### config.mk
export PLATFORM = sky130hd
export DESIGN_NAME = if_fetch_unit
export DESIGN_NICKNAME = d
export VERILOG_FILES = /design/src/rtl/if_fetch_unit_pkg.sv /design/src/rtl/fetch_btb.sv /design/src/rtl/if_fetch_unit.sv
export SDC_FILE = /design/constraint.sdc
export NUM_CORES = 1
export LEC_CHECK = 0
export ABC_AREA = 1
export CAP_MARGIN = 25
export CORE_ASPECT_RATIO = 1.75
export CORE_MARGIN = 8
export CORE_UTILIZATION = 45
export CTS_BUF_LIST = sky130_fd_sc_hd__clkbuf_8 sky130_fd_sc_hd__clkbuf_16
export DETAILED_ROUTE_END_ITERATION = 8
export PLACE_DENSITY = 0.85
export SLEW_MARGIN = 25
export SYNTH_ARGS = -nofsm -noshare
export SYNTH_HDL_FRONTEND = slang
export SYNTH_SLANG_ARGS = --single-unit
### constraint.sdc
create_clock -name clk -period 2.3 [get_ports clk]
set_input_delay 0.46 -clock clk [delete_from_list [all_inputs] [get_ports clk]]
set_output_delay 0.46 -clock clk [all_outputs]
set_load 0.1 [all_outputs]
### src/rtl/if_fetch_unit_pkg.sv
// rtl/if_fetch_unit_pkg.sv - shared fetch-stage types: FSM states and BTB entry layout
package if_fetch_unit_pkg;

  // Fetch sequencer states
  typedef enum logic [1:0] {
    FETCH = 2'd0,
    HOLD  = 2'd1,
    DRAIN = 2'd2
  } lc3b_fetch_state;

  typedef logic [15:0] lc3b_word;

  // 2-bit saturating branch counter; bit 1 is the taken prediction
  typedef logic [1:0] lc3b_btb_counter;

  // Widest tag needed is for the smallest table (2 entries): pc[15:2]
  localparam int BTB_TAG_W = 14;
  typedef logic [BTB_TAG_W-1:0] lc3b_btb_tag;

  typedef struct packed {
    logic            valid;
    lc3b_btb_tag     tag;
    lc3b_word        target;
    lc3b_btb_counter counter;
  } lc3b_btb_entry;

  localparam lc3b_word PC_STEP = 16'd2;

endpackage

### src/rtl/fetch_btb.sv
// rtl/fetch_btb.sv - direct-mapped branch target buffer with 2-bit counters
module fetch_btb
  import if_fetch_unit_pkg::*;
#(
  parameter int BTB_ENTRIES = 16
) (
  input  logic     clk,
  input  logic     reset,
  input  lc3b_word lookup_pc,
  output logic     lookup_hit,
  output logic     lookup_prediction,
  output lc3b_word lookup_target,
  input  logic     update_en,
  input  lc3b_word update_pc,
  input  lc3b_word update_target,
  input  logic     update_taken
);

  localparam int IDX_W = $clog2(BTB_ENTRIES);

  lc3b_btb_entry mem_q [BTB_ENTRIES];

  logic [IDX_W-1:0] lookup_idx;
  logic [IDX_W-1:0] update_idx;
  lc3b_btb_tag      lookup_tag;
  lc3b_btb_tag      update_tag;
  lc3b_btb_entry    lookup_entry;
  lc3b_btb_entry    update_entry;
  lc3b_btb_entry    entry_d;
  logic             write_en;
  logic             update_hit;
  logic             unused_lsb;

  // Instructions are word aligned, so bit 0 never takes part in index or tag
  assign unused_lsb = lookup_pc[0] ^ update_pc[0];

  assign lookup_idx = lookup_pc[IDX_W:1];
  assign update_idx = update_pc[IDX_W:1];
  assign lookup_tag = lc3b_btb_tag'(lookup_pc >> (IDX_W + 1));
  assign update_tag = lc3b_btb_tag'(update_pc >> (IDX_W + 1));

  // Lookup reads the registered table, so a same-cycle update is not yet visible
  always_comb begin
    lookup_entry      = mem_q[lookup_idx];
    lookup_hit        = lookup_entry.valid && (lookup_entry.tag == lookup_tag);
    lookup_prediction = lookup_hit && lookup_entry.counter[1];
    lookup_target     = lookup_hit ? lookup_entry.target : 16'h0000;
  end

  // Resolved-branch update: train on hit, allocate on taken miss, ignore not-taken miss
  always_comb begin
    update_entry = mem_q[update_idx];
    update_hit   = update_entry.valid && (update_entry.tag == update_tag);
    entry_d      = update_entry;
    write_en     = 1'b0;
    if (update_en) begin
      if (update_hit) begin
        write_en = 1'b1;
        if (update_taken) begin
          entry_d.target = update_target;
          if (update_entry.counter != 2'b11) begin
            entry_d.counter = update_entry.counter + 2'd1;
          end
        end else if (update_entry.counter != 2'b00) begin
          entry_d.counter = update_entry.counter - 2'd1;
        end
      end else if (update_taken) begin
        write_en = 1'b1;
        entry_d  = '{valid: 1'b1, tag: update_tag, target: update_target, counter: 2'b10};
      end
    end
  end

  // Table storage; reset only invalidates entries
  always_ff @(posedge clk) begin
    if (reset) begin
      for (int i = 0; i < BTB_ENTRIES; i++) begin
        mem_q[i].valid <= 1'b0;
      end
    end else if (write_en) begin
      mem_q[update_idx] <= entry_d;
    end
  end

endmodule

### src/rtl/if_fetch_unit.sv
// rtl/if_fetch_unit.sv - LC-3b fetch front end feeding IF/ID; BTB built only when IF_FETCH_BTB_EN is defined
module if_fetch_unit
  import if_fetch_unit_pkg::*;
#(
  parameter int BTB_ENTRIES = 16
) (
  input  logic        clk,
  input  logic        reset,
  input  logic        if_id_ready,
  input  logic        flush,
  input  logic [15:0] flush_target,
  output logic        icache_read,
  output logic [15:0] icache_address,
  input  logic [15:0] icache_rdata,
  input  logic        icache_resp,
  output logic        fetch_valid,
  output logic        i_cache_stall,
  output logic [15:0] fetch_ir,
  output logic [15:0] fetch_pc,
  output logic        fetch_prediction,
  output logic        fetch_predictor,
  output logic [15:0] fetch_btb_target,
  output logic [15:0] fetch_flush_pc,
  input  logic        btb_update,
  input  logic [15:0] btb_update_pc,
  input  logic [15:0] btb_update_target,
  input  logic        btb_update_taken
);

  lc3b_fetch_state state_q, state_d;
  lc3b_word        pc_q, pc_d;
  lc3b_word        redirect_pc_q, redirect_pc_d;
  lc3b_word        hold_ir_q, hold_ir_d;
  logic            hold_pred_q, hold_pred_d;
  logic            hold_hit_q, hold_hit_d;
  lc3b_word        hold_target_q, hold_target_d;
  lc3b_word        hold_next_pc_q, hold_next_pc_d;

  logic     live_hit;
  logic     live_pred;
  lc3b_word live_target;
  lc3b_word live_next_pc;
  lc3b_word pc_plus2;

  logic     valid_c;
  lc3b_word ir_c;
  logic     pred_c;
  logic     hit_c;
  lc3b_word target_c;

`ifdef IF_FETCH_BTB_EN
  fetch_btb #(
    .BTB_ENTRIES(BTB_ENTRIES)
  ) u_btb (
    .clk              (clk),
    .reset            (reset),
    .lookup_pc        (pc_q),
    .lookup_hit       (live_hit),
    .lookup_prediction(live_pred),
    .lookup_target    (live_target),
    .update_en        (btb_update),
    .update_pc        (btb_update_pc),
    .update_target    (btb_update_target),
    .update_taken     (btb_update_taken)
  );
`else
  logic unused_btb_port;

  assign live_hit        = 1'b0;
  assign live_pred       = 1'b0;
  assign live_target     = 16'h0000;
  assign unused_btb_port = ^{btb_update, btb_update_pc, btb_update_target, btb_update_taken,
                             7'(BTB_ENTRIES)};
`endif

  // Wraps mod 2^16, so FFFE steps to 0000
  assign pc_plus2     = pc_q + PC_STEP;
  assign live_next_pc = live_pred ? live_target : pc_plus2;

  // Fetch sequencing: next PC, hold capture and the instruction presented to IF/ID
  always_comb begin
    state_d        = state_q;
    pc_d           = pc_q;
    redirect_pc_d  = redirect_pc_q;
    hold_ir_d      = hold_ir_q;
    hold_pred_d    = hold_pred_q;
    hold_hit_d     = hold_hit_q;
    hold_target_d  = hold_target_q;
    hold_next_pc_d = hold_next_pc_q;
    valid_c        = 1'b0;
    ir_c           = 16'h0000;
    pred_c         = 1'b0;
    hit_c          = 1'b0;
    target_c       = 16'h0000;
    case (state_q)
      FETCH: begin
        if (flush) begin
          if (icache_resp) begin
            pc_d = flush_target;
          end else begin
            redirect_pc_d = flush_target;
            state_d       = DRAIN;
          end
        end else if (icache_resp) begin
          valid_c  = 1'b1;
          ir_c     = icache_rdata;
          pred_c   = live_pred;
          hit_c    = live_hit;
          target_c = live_target;
          if (if_id_ready) begin
            pc_d = live_next_pc;
          end else begin
            hold_ir_d      = icache_rdata;
            hold_pred_d    = live_pred;
            hold_hit_d     = live_hit;
            hold_target_d  = live_target;
            hold_next_pc_d = live_next_pc;
            state_d        = HOLD;
          end
        end
      end
      HOLD: begin
        if (flush) begin
          pc_d    = flush_target;
          state_d = FETCH;
        end else begin
          valid_c  = 1'b1;
          ir_c     = hold_ir_q;
          pred_c   = hold_pred_q;
          hit_c    = hold_hit_q;
          target_c = hold_target_q;
          if (if_id_ready) begin
            pc_d    = hold_next_pc_q;
            state_d = FETCH;
          end
        end
      end
      DRAIN: begin
        if (icache_resp) begin
          pc_d    = flush ? flush_target : redirect_pc_q;
          state_d = FETCH;
        end else if (flush) begin
          redirect_pc_d = flush_target;
        end
      end
      default: state_d = FETCH;
    endcase
  end

  // Fetch state registers
  always_ff @(posedge clk) begin
    if (reset) begin
      state_q        <= FETCH;
      pc_q           <= 16'h0000;
      redirect_pc_q  <= 16'h0000;
      hold_ir_q      <= 16'h0000;
      hold_pred_q    <= 1'b0;
      hold_hit_q     <= 1'b0;
      hold_target_q  <= 16'h0000;
      hold_next_pc_q <= 16'h0000;
    end else begin
      state_q        <= state_d;
      pc_q           <= pc_d;
      redirect_pc_q  <= redirect_pc_d;
      hold_ir_q      <= hold_ir_d;
      hold_pred_q    <= hold_pred_d;
      hold_hit_q     <= hold_hit_d;
      hold_target_q  <= hold_target_d;
      hold_next_pc_q <= hold_next_pc_d;
    end
  end

  // HOLD is the only state without an outstanding read; pc is held while a read is open
  assign icache_read      = (state_q != HOLD);
  assign icache_address   = pc_q;
  assign fetch_valid      = valid_c;
  assign i_cache_stall    = ~valid_c;
  assign fetch_ir         = ir_c;
  assign fetch_pc         = valid_c ? pc_plus2 : 16'h0000;
  assign fetch_flush_pc   = fetch_pc;
  assign fetch_prediction = pred_c;
  assign fetch_predictor  = hit_c;
  assign fetch_btb_target = target_c;

endmodule

# Yosys cells after proc, flatten, opt, wreduce, memory -nomap -nowiden
# Index checks and enable logic that the tools add are counted.
# Widths: inputs -> output; s select.
[totals]
ff_bits = 66
latchBits = 0
mem_bits_rw = 0
romBits = 0
inputBits = 71
out_inout_bits = 85
elab_cells = 59
n_memories = 0
[op_classes]
addsub = 1
mul = 0
div_mod_pow = 0
order_cmp = 0
n_eq_ne = 13
shift = 0
n_mux = 30
n_bitwise = 3
reduce_logical = 7
[ops]
columns = ["cell", "count"]
rows = [
  ["$mux 16", 15],
  ["$pmux 16 s2", 2],
  ["$pmux 16 s3", 1],
  ["$add 16x2->16 const B", 1],
  ["$ne 3x3->1 const B", 5],
  ["$mux 2", 7],
  ["$ne 2x2->1 const B", 5],
  ["$reduce_and 5->1", 2],
  ["$reduce_and 4->1", 2],
  ["$pmux 2 s3", 1],
  ["$mux 1", 3],
  ["$not 1->1", 3],
  ["$reduce_bool 3->1", 1],
  ["$eq 2x1->1 const B", 1],
  ["$eq 2x2->1 const B", 1],
  ["$logic_not 2->1", 1],
  ["$ne 2x1->1 const B", 1],
  ["$pmux 1 s2", 1],
  ["$reduce_bool 2->1", 1],
]

# Logic depth before layout (Yosys ltp)
[depth]
ltp_word = 5
mapped_depth = 11
depth_no_buf = 10

# Least setup slack after synthesis
# OpenSTA, ideal clock, no wires.
[synth_path]
path_type = "reg-to-output"
from = "reg pc_q[5], in the netlist icache_address[5]"
to = "out fetch_pc[12]"
arrival_time_ns = 4.313
required_ns = 1.840
path_slack_ns = -2.473
path_stages_with_launch = 8
path_buffers = 1
cell_sequence = "dfxtp_1 -> nand2_1 -> nor2_1 -> nand3_1 -> nand2_1 -> inv_1 -> nor3_1 -> buf_4"
[synth_between]
elab_chain_cells = 2
[synth_rtl]
columns = ["item", "line", "source"]
rows = [
  ["from (decl)", "if_fetch_unit.sv:31", "lc3b_word pc_q, pc_d;"],
  ["from (signal assigned)", "if_fetch_unit.sv:163", "pc_q <= pc_d;"],
  ["$add 16x2->16", "if_fetch_unit.sv:77", "assign pc_plus2 = pc_q + PC_STEP;"],
  ["$mux 16", "if_fetch_unit.sv:179", "assign fetch_pc = valid_c ? pc_plus2 : 16'h0000;"],
  ["to (decl)", "if_fetch_unit.sv:19", "output logic [15:0] fetch_pc,"],
]
# Every way passes these cells.

# Worst setup path after layout
[layout_path]
from = "reg pc_q[1], in the netlist icache_address[1]"
to = "out fetch_flush_pc[11]"
[layout_between]
elab_chain_cells = 2
[layout_rtl]
columns = ["item", "line", "source"]
rows = [
  ["$add 16x2->16", "if_fetch_unit.sv:77", ""],
  ["$mux 16", "if_fetch_unit.sv:179", ""],
  ["to (decl)", "if_fetch_unit.sv:23", "output logic [15:0] fetch_flush_pc,"],
]
# Every way passes these cells.

==> flow_metrics.env <==
export IMPL_status="finished with violations"
export IMPL_violations="negative setup slack"
export IMPL_arrival_ns=1.87
export IMPL_hold_class="reg -> reg"
export IMPL_cts_buffers=9
export IMPL_finalHoldViolCount=0
export IMPL_core_area_sq_um=9350
export IMPL_setup_tns_ns=-0.0542
export IMPL_avgSynthCellArea_sq_um=6.52
export IMPL_root_buffer="clkbuf_16"
export IMPL_rsz0062_at_grt="yes"
export IMPL_worstHoldPathCells=2
export IMPL_finalCritPeriodShare_pct=101
export IMPL_antenna_found_initial=0
export IMPL_portBuffers=103
export IMPL_routed_wl_um=14800
export IMPL_vdd_drop_max_uv=513
export IMPL_rr_startpoint="state_q[0]$_SDFFE_PP0P_"
export IMPL_die_area_sq_um=13000
export IMPL_cp_cell_sequence="ha_4, nand2_2, nor2_4, nand2_4, o21bai_4, nand2_4, nor2_4, buf_12"
export IMPL_p_total_mw=5.50
export IMPL_period_needed_ns=2.33
export IMPL_drv_cap=0
export IMPL_start_kind="register"
export IMPL_dr_pass1_iters=6
export IMPL_viasPerCell=5.50
export IMPL_setup_viol=2
export IMPL_netlist_instances=654
export IMPL_num_vias=4825
export IMPL_areaGrowthSynthToFinish_pct=55.0
export IMPL_grt_first_pass_wirelength_um=23300
export IMPL_ys_types=42
export IMPL_p_leak_nw=2.71
export IMPL_cp_max_fo=5
export IMPL_slew_violations=0
export IMPL_synth_area_sq_um=4260
export IMPL_insertion_delay_ns=0.33
export IMPL_ys_ff_latch=66
export IMPL_gp_congestion=0.871
export IMPL_ant_nets=0
export IMPL_htreeDepth=3
export IMPL_drc=0
export IMPL_die_h_um=145
export IMPL_start_util_pct=45.6
export IMPL_slowest_delay_ns=0.39
export IMPL_drive_gt1_share_pct=29.4
export IMPL_rows=47
export IMPL_synth_async_reset_ratio_pct=0
export IMPL_worst_path_max_delay_cell="dfxtp_4"
export IMPL_ys_seq_area_share_pct=31.0
export IMPL_die_w_um=89.6
export IMPL_diodes=0
export IMPL_finalClockSkew_ns=0.00732
export IMPL_worstHoldStart="hold_ir_q[9]$_SDFFE_PP0P_"
export IMPL_cts_tree="built"
export IMPL_worstReg2RegEnd="icache_address[13]$_SDFFE_PP0P_"
export IMPL_final_setup_worst_slack_ns=-0.0285
export IMPL_reg2reg_slack_ns=0.47
export IMPL_grt_ovfl_total=0
export IMPL_synth_edf_count=0
export IMPL_max_freq_mhz=429
export IMPL_dp_hpwl_um=10800
export IMPL_drtIter0Drc=531
export IMPL_ios=156
export IMPL_setup_worst_path_end_class="output port"
export IMPL_final_core_utilization_pct=70.7
export IMPL_cts_sinks=66
export IMPL_worstSetupPathType="reg -> out"
export IMPL_synth_flop_cell="dfxtp_1"
export IMPL_hold_end="hold_ir_q[9]$_SDFFE_PP0P_"
export IMPL_first_global_vias=4878
export IMPL_grt_max_degree=43
export IMPL_required_ns=1.84
export IMPL_powerDensity_nw_per_um2=833
export IMPL_clock_path_buffers=2
export IMPL_yosys_warnings=0
export IMPL_wl_per_cell_um=16.9
export IMPL_clk_pin_slew_ns=0.06
export IMPL_timing_hold_ws_ns=0.467
export IMPL_r2r_cells=11
export IMPL_nNetsFinal=826
export IMPL_grt_usage_pct=23.1
cell type report:
class                      instances  area (sq um)
clock inverter                     5          28.8
inverter                          68           289
timing repair buffer             141          1840
sequential                        66          1370
tap                              122           153
fill                             675          2740
multi-input combinational        465          2680
clock buffer                      11           253
what timing repair did:
action	CTS	global route
buffers inserted	6	5
pin swaps	9	11
hold buffers	0	0
endpoints found under the setup margin	46	24
resized for setup	13	14
where the power goes:
part	switching, mW	internal [mW]	leakage (nW)
combinational	1.93	0.846	2.01
clock	0.508	0.782	0.147
sequential	0.136	1.30	0.551
stage by stage:
stage / cells / cell area [sq um] / setup slack [ns]
after global routing: 878 / 6610 / -0.0865
after detailed placement: 851 / 6160 / -0.0716
final: 878 / 6610 / -0.0285
after CTS: 873 / 6540 / -0.00946
after global placement: 851 / 6160 / -0.0506
after floorplan: 671 / 4930 / -0.406
synthesized netlist by cell type (all sizes together) (7+ instances only):
cell type    n  area share [%]
nand2      178              16
buf         59              10
o21ai       70             8.7
dfxtp       66              31
a21oi       79             9.7
clkbuf      13             1.2
a31oi       10             1.5
nand4        7             1.0
nor2        45             4.8
inv         63             5.6
nor3         7             1.1
nand3       19             2.3
critical path: cells and delay by family (launching register included):
| kind | cells | cell delay, ns |
|---|---|---|
| adder cells (fa/ha/maj) | 1 | 0.17 |
| buffers and inverters | 1 | 0.19 |
| AO/OA/AOI/OAI | 1 | 0.15 |
| AND/OR/NAND/NOR | 5 | 0.62 |
| flip-flops | 1 | 0.39 |
layer usage:
layer,wire [um],track usage (%)
met1,5210,23.6
met2,7720,40.6
met3,1180,5.83
met4,717,13.8
met5,0,0
logic make-up (layout without fill, tap and decap cells):
logic type | after synthesis | after routing | synth area share [%]
AOI/OAI and AO/OA | 178 | 178 | 23.6
xor gates and xnor gates | 7 | 7 | 1.44
adders and majority gates | 4 | 4 | 1.17
buffers and inverters | 140 | 225 | 17.2
DFF | 66 | 66 | 31.0
other | 1 | 18 | 0.0879
and+or+nand+nor | 258 | 258 | 25.5
worst max path at each step:
stage          cells past startpoint            endpoint  slack (ns)                           start
6_report                           8  fetch_flush_pc[11]       -0.03  icache_address[1]$_SDFFE_PP0P_
5_1_grt                            7   fetch_flush_pc[7]       -0.09  icache_address[1]$_SDFFE_PP0P_
4_1_cts                            8  fetch_flush_pc[14]      -0.009  icache_address[3]$_SDFFE_PP0P_
3_5_place_dp                       8  fetch_flush_pc[12]       -0.07                           flush
3_3_place_gp                       8  fetch_flush_pc[12]       -0.05                           flush
2_1_floorplan                      9        fetch_pc[12]       -0.41         state_q[0]$_SDFFE_PP0P_
placed cells by master (no fill, tap or decap), types with 5 or more instances in the layout:
cell	netlist	routed
o21ai_1	26	26
inv_4	1	5
inv_1	55	48
o21ai_4	1	11
inv_2	7	9
a31oi_1	10	10
nor3_1	6	5
a21oi_2	5	5
nand3_1	18	16
nand2_2	2	9
clkbuf_16	0	9
clkdlybuf4s50_1	0	35
buf_4	40	50
nor2_4	1	17
a32o_1	5	5
clkinv_1	5	5
nand2_1	175	164
dfxtp_4	0	13
dfxtp_1	66	50
a21oi_1	74	73
nor2_2	5	5
nor2_1	38	22
buf_12	0	55
nand4_1	7	7
conb_1	1	18
o21ai_0	41	30
state kept, by name (all words and copies together) (netlist names):
| name | count |
|---|---|
| hold_ir_q | 16 |
| state_q | 2 |
| icache_address | 16 |
| hold_next_pc_q | 16 |
| redirect_pc_q | 16 |
(Power assumes the default switching activity.)
